## src/rtl/serial_alu_ctrl_pkg.sv

```systemverilog
// Shared definitions for the bit-serial ALU controller: op codes, FSM
// state encoding and a helper that classifies the carry-using ops.
package serial_alu_ctrl_pkg;

  typedef enum logic [2:0] {
    OP_MOV = 3'b000,
    OP_NOT = 3'b001,
    OP_ADD = 3'b010,
    OP_OR  = 3'b011,
    OP_AND = 3'b100,
    OP_SUB = 3'b101
  } alu_op_e;

  typedef enum logic [1:0] {
    ST_IDLE = 2'b00,
    ST_RUN  = 2'b01,
    ST_DONE = 2'b10
  } state_e;

  // Codes outside the set above fall through as non-arithmetic.
  function automatic logic is_arith(input logic [2:0] op);
    return (op == OP_ADD) || (op == OP_SUB);
  endfunction

endpackage

```

## src/rtl/serial_alu_ctrl_shift_reg_w.sv

```systemverilog
// Parallel-load, right-shifting register with a serial input at the MSB.
module shift_reg_w #(
  parameter int WIDTH = 8
) (
  input  logic             clk,
  input  logic             rst_n,
  input  logic             load,
  input  logic             shift,
  input  logic [WIDTH-1:0] din,
  input  logic             sin,
  output logic [WIDTH-1:0] q
);

  // Load wins over shift so an accept always starts from fresh data.
  always_ff @(posedge clk or negedge rst_n) begin
    if (!rst_n) begin
      q <= '0;
    end else if (load) begin
      q <= din;
    end else if (shift) begin
      q <= {sin, q[WIDTH-1:1]};
    end
  end

endmodule

```

## src/rtl/serial_alu_ctrl.sv

```systemverilog
// Bit-serial ALU sequencer: feeds operands LSB-first into an external one-bit
// ALU and collects the result, final carry and signed overflow.
module serial_alu_ctrl
  import serial_alu_ctrl_pkg::*;
#(
  parameter int WIDTH = 8
) (
  input  logic             clk,
  input  logic             rst_n,
  input  logic             start,
  input  logic [2:0]       op,
  input  logic [WIDTH-1:0] opa,
  input  logic [WIDTH-1:0] opb,
  output logic             busy,
  output logic             done,
  output logic [WIDTH-1:0] res,
  output logic             cout,
  output logic             ovf,
  output logic             alu_a,
  output logic             alu_b,
  output logic             alu_cin,
  output logic [2:0]       alu_op,
  input  logic             alu_result,
  input  logic             alu_cout
);

  localparam int CW = $clog2(WIDTH) + 1;

  state_e           state, state_next;
  logic [2:0]       op_reg;
  logic             carry, cin_msb;
  logic [CW-1:0]    cnt;
  logic [WIDTH-1:0] opa_q, opb_q, res_shift, res_q;
  logic             cout_q, ovf_q;
  logic             accept, run, last, arith, final_cout, final_ovf;
  logic             unused_bits;

  assign accept      = (state == ST_IDLE) && start;
  assign run         = (state == ST_RUN);
  assign last        = run && (cnt == CW'(WIDTH - 1));
  assign arith       = is_arith(op_reg);
  assign unused_bits = ^{opa_q[WIDTH-1:1], opb_q[WIDTH-1:1]};

  shift_reg_w #(.WIDTH(WIDTH)) u_opa (
    .clk(clk), .rst_n(rst_n), .load(accept), .shift(run),
    .din(opa), .sin(1'b0), .q(opa_q)
  );

  shift_reg_w #(.WIDTH(WIDTH)) u_opb (
    .clk(clk), .rst_n(rst_n), .load(accept), .shift(run),
    .din(opb), .sin(1'b0), .q(opb_q)
  );

  shift_reg_w #(.WIDTH(WIDTH)) u_res (
    .clk(clk), .rst_n(rst_n), .load(accept), .shift(run),
    .din('0), .sin(alu_result), .q(res_shift)
  );

  always_ff @(posedge clk or negedge rst_n) begin
    if (!rst_n) state <= ST_IDLE;
    else        state <= state_next;
  end

  always_comb begin
    state_next = state;
    case (state)
      ST_IDLE: if (start) state_next = ST_RUN;
      ST_RUN:  if (last)  state_next = ST_DONE;
      ST_DONE: state_next = ST_IDLE;
      default: state_next = ST_IDLE;
    endcase
  end

  // Subtraction relies on the ALU inverting b, so the carry starts at 1.
  always_ff @(posedge clk or negedge rst_n) begin
    if (!rst_n) begin
      op_reg  <= '0;
      carry   <= 1'b0;
      cin_msb <= 1'b0;
      cnt     <= '0;
      res_q   <= '0;
      cout_q  <= 1'b0;
      ovf_q   <= 1'b0;
    end else begin
      if (accept) begin
        op_reg <= op;
        carry  <= (op == OP_SUB);
        cnt    <= '0;
      end else if (run) begin
        carry <= alu_cout;
        cnt   <= cnt + CW'(1);
        if (last) cin_msb <= carry;
      end
      if (state == ST_DONE) begin
        res_q  <= res_shift;
        cout_q <= final_cout;
        ovf_q  <= final_ovf;
      end
    end
  end

  assign final_cout = arith & carry;
  assign final_ovf  = arith & (cin_msb ^ carry);

  assign busy    = (state != ST_IDLE);
  assign done    = (state == ST_DONE);
  assign res     = done ? res_shift  : res_q;
  assign cout    = done ? final_cout : cout_q;
  assign ovf     = done ? final_ovf  : ovf_q;
  assign alu_a   = run & opa_q[0];
  assign alu_b   = run & opb_q[0];
  assign alu_cin = run & arith & carry;
  assign alu_op  = op_reg;

endmodule
```

## config.mk

```make
export PLATFORM = sky130hd
export DESIGN_NAME = serial_alu_ctrl
export DESIGN_NICKNAME = d
export VERILOG_FILES = /design/src/rtl/serial_alu_ctrl_pkg.sv /design/src/rtl/serial_alu_ctrl_shift_reg_w.sv /design/src/rtl/serial_alu_ctrl.sv
export SDC_FILE = /design/constraint.sdc
export NUM_CORES = 1
export LEC_CHECK = 0
export CAP_MARGIN = 20
export CORE_MARGIN = 2
export CORE_UTILIZATION = 40
export CTS_CLUSTER_DIAMETER = 40
export CTS_CLUSTER_SIZE = 28
export DETAILED_ROUTE_END_ITERATION = 8
export PLACE_DENSITY_LB_ADDON = 0.3
export SYNTH_ARGS = -nofsm -noshare
export SYNTH_HDL_FRONTEND = slang
export SYNTH_HIERARCHICAL = 1
export SYNTH_SLANG_ARGS = --single-unit
```

## constraint.sdc

```tcl
create_clock -name clk -period 2 [get_ports clk]
set_input_delay 0.3 -clock clk [delete_from_list [all_inputs] [get_ports clk]]
set_output_delay 0.3 -clock clk [all_outputs]
set_load 0.01 [all_outputs]
```

==> metrics.md <==
| Metric | Value |
|---|---|
| Outcome | complete, no violations |
| Final TNS setup | 0 ps |
| Clk_skew | 4.229 ps |
| Die W | 75.93 um |
| Total grt overflow | 0 |
| Share of layout cells above drive strength 1 | 0.1694 |
| Hold Vio Cnt, Final | 0 |
| Register area | 1127 um2 |
| Gr usage total | 0.1368 |
| Post-synthesis register bit count | 45 |
| Mapped cell area | 2069 um2 |
| CP startpoint kind | register |
| Number of global-route vias before repair | 1363 |
| Top cells by area, synth | dfrtp_1 54%, mux2i_1 12%, mux2_2 6.0% |
| CP required | 1700 ps |
| R2R setup slack | 530 ps |
| Initial Util | 0.4104 |
| Largest net degree at the start of global routing | 30 |
| Final setup fails | 0 |
| Number of placed I/O pins | 42 |
| Layout fillers | 462 |
| Max-slew headroom | 0.6488 |
| RSZ-0062 raised after global routing | false |
| Final instance area | 2746 um2 |
| Wirelength per Cell | 11.88 um |
| Power Total | 0.003849 W |
| Max-Cap Viols | 0 |
| Commonest cells post-synth | 45 x dfrtp_1, 31 x nand2_1, 25 x mux2i_1, 24 x o21ai_1, 11 x mux2_2 |
| Layout area overhead | 32.71% |
| Post-route core utilization | 0.5447 |
| Cell leakage power | 1.286 nW |
| Worst VDD drop | 706.7 uV |
| Routed Antenna Nets | 0 |
| Vias per cell | 4.651 |
| Synth cell types | 30 |
| Rows | 26 |
| Layout Nets | 266 |
| Least-Margin Pin Slew | 526.8 ps |
| Synthesized area per cell | 11.63 um2 |
| Slew Viols, Final | 0 |
| Syn Inst Count | 178 |
| TritonRoute pass-1 iters | 4 |
| Crit. End Element | output pin |
| Yosys top cell area share | 0.5441 |
| Pwr dens | 1402 nW/um2 |
| Initial antenna violation count | 0 |
| Dpl hpwl | 2.695 mm |
| Most common cell in the netlist | dfrtp_1 |
| Post-DP Area | 2618 um2 |
| Max FO, Critical Path | 5 |
| Die area | 5765 um2 |
| CTS tree | done |
| Fmax achieved | 519.0 MHz |
| CTS Sinks | 45 |
| Core box area | 5042 um2 |
| Post-layout min period | 1927 ps |
| Routed via count | 1451 |
| Sequential fraction of the synthesis area | 0.5441 |
| Area of the multi-input gates | 898.4 um2 |
| Worst-Skew Late Latency | 290 ps |
| Prevailing post-synth register cell | dfrtp_1 |
| Async SR Flop Fraction | 1.000 |
| DRT iter0 DRCs | 52 |
| Number of port buffers | 41 |
| Part of the cycle the worst path needs | 0.9634 |
| Post-synth EDFFs | 0 |
| Chip height | 75.93 um |
| Cell accounting for the most synthesized area | dfrtp_1 |
| First-pass GRT wire length | 6.403 mm |
| Hold Path Class | register to register |
| Yosys warns | 6 |
| Arrival time of the worst setup path | 1630 ps |
| Drt total wl | 3.708 mm |
| Clock tree buffer depth | 2 |
| Drt drc | 0 |
| Clock Pin Slew Worst Setup and Hold Paths | 80 ps |
| Path type of the worst setup path | register to output pin |
| H-tree Lvls | 2 |
| Total CTS buffers | 5 |
| Antenna cells | 0 |
| Placer Congestion | 0.7790 |
| Root Driver | clkbuf_8 |
critical path, cell delays in order, from the launching register on:
cell and delay (ps):
dfrtp_2 440, nor2b_4 140, buf_6 130, mux2_2 340
dlygate4sd2_1 280
sequential cells by signal (all words and copies together), names as in the netlist, 2 cells and up:
signal   cells
res_q        8
u_res/q      8
u_opa/q      8
cnt          4
alu_op       3
u_opb/q      8
state        2
what timing repair did:
action / in CTS / in global routing
gates resized for setup: 14 / 10
setup buffers: 1 / 1
endpoints found under the setup margin: 13 / 10
hold buffers: 1 / 0
endpoints found under the hold margin: 14 / 0
gates cloned: 0 / 0
layer usage:
metal	share of wire	wire length (um)	GRT usage	vias up
met5	0	0	0	-
met4	0.010	38	0.05455	0
met3	0.048	177	0.04048	4
met2	0.47	1726	0.2107	25
met1	0.48	1765	0.1824	695
li1	-	-	-	727
where the power goes:
part	switching, W	leakage, nW	internal (W)
registers	0.000263	0.546	0.00135
clock network	0.000289	0.0450	0.000242
logic	0.000788	0.695	0.000912
total	0.00134	1.29	0.00251
worst paths after layout:
check | from | end | cells past startpoint
min in group asynchronous | rst_n | res_q[2] | 2
max reg2reg | state[0] | alu_op[0] | 3
min | res_q[4] | res_q[4] | 1
max | state[0] | res[5] | 4
max in group asynchronous | rst_n | u_opb/q[7] | 3
min reg2reg | res_q[4] | res_q[4] | 1
cells in the final DEF (no fill, tap or decap), types with 3 or more instances in the layout:
| master | n |
|---|---|
| o21ai_1 | 24 |
| clkdlybuf4s50_1 | 27 |
| clkdlybuf4s15_1 | 5 |
| conb_1 | 10 |
| inv_1 | 3 |
| dlygate4sd2_1 | 6 |
| o21ai_0 | 5 |
| clkbuf_8 | 5 |
| buf_4 | 8 |
| nand2_1 | 31 |
| mux2_2 | 11 |
| mux2i_1 | 25 |
| dfrtp_1 | 44 |
kinds of logic after synthesis:
family / synth area share
AOI/OAI and AO/OA: 0.09190
xor gates and xnor gates: 0.004233
adders and majority gates: 0.006045
buffers and inverters: 0.04534
DFF: 0.5441
muxes: 0.1862
other: 0.001812
and+or+nand+nor: 0.1203
layout make-up:
cell class                      instances  share of cell area
Clock buffer                            6             0.02642
Clock inverter                          2            0.003645
Inverter                                4            0.005467
Multi-Input combinational cell        131              0.3271
Sequential cell                        45              0.4105
Tap cell                               70             0.03189
Timing Repair Buffer                   54              0.1950
metrics by stage:
step,hold slack (ps),instances,setup slack (ps)
2_1_floorplan,4.409,187,319.7
3_3_place_gp,303.4,301,133.9
3_5_place_dp,309.0,301,98.87
4_1_cts,501.7,311,9.859
5_1_grt,511.7,312,9.030
6_report,494.4,312,73.25
Note: power is estimated with default switching activity, not from simulation.
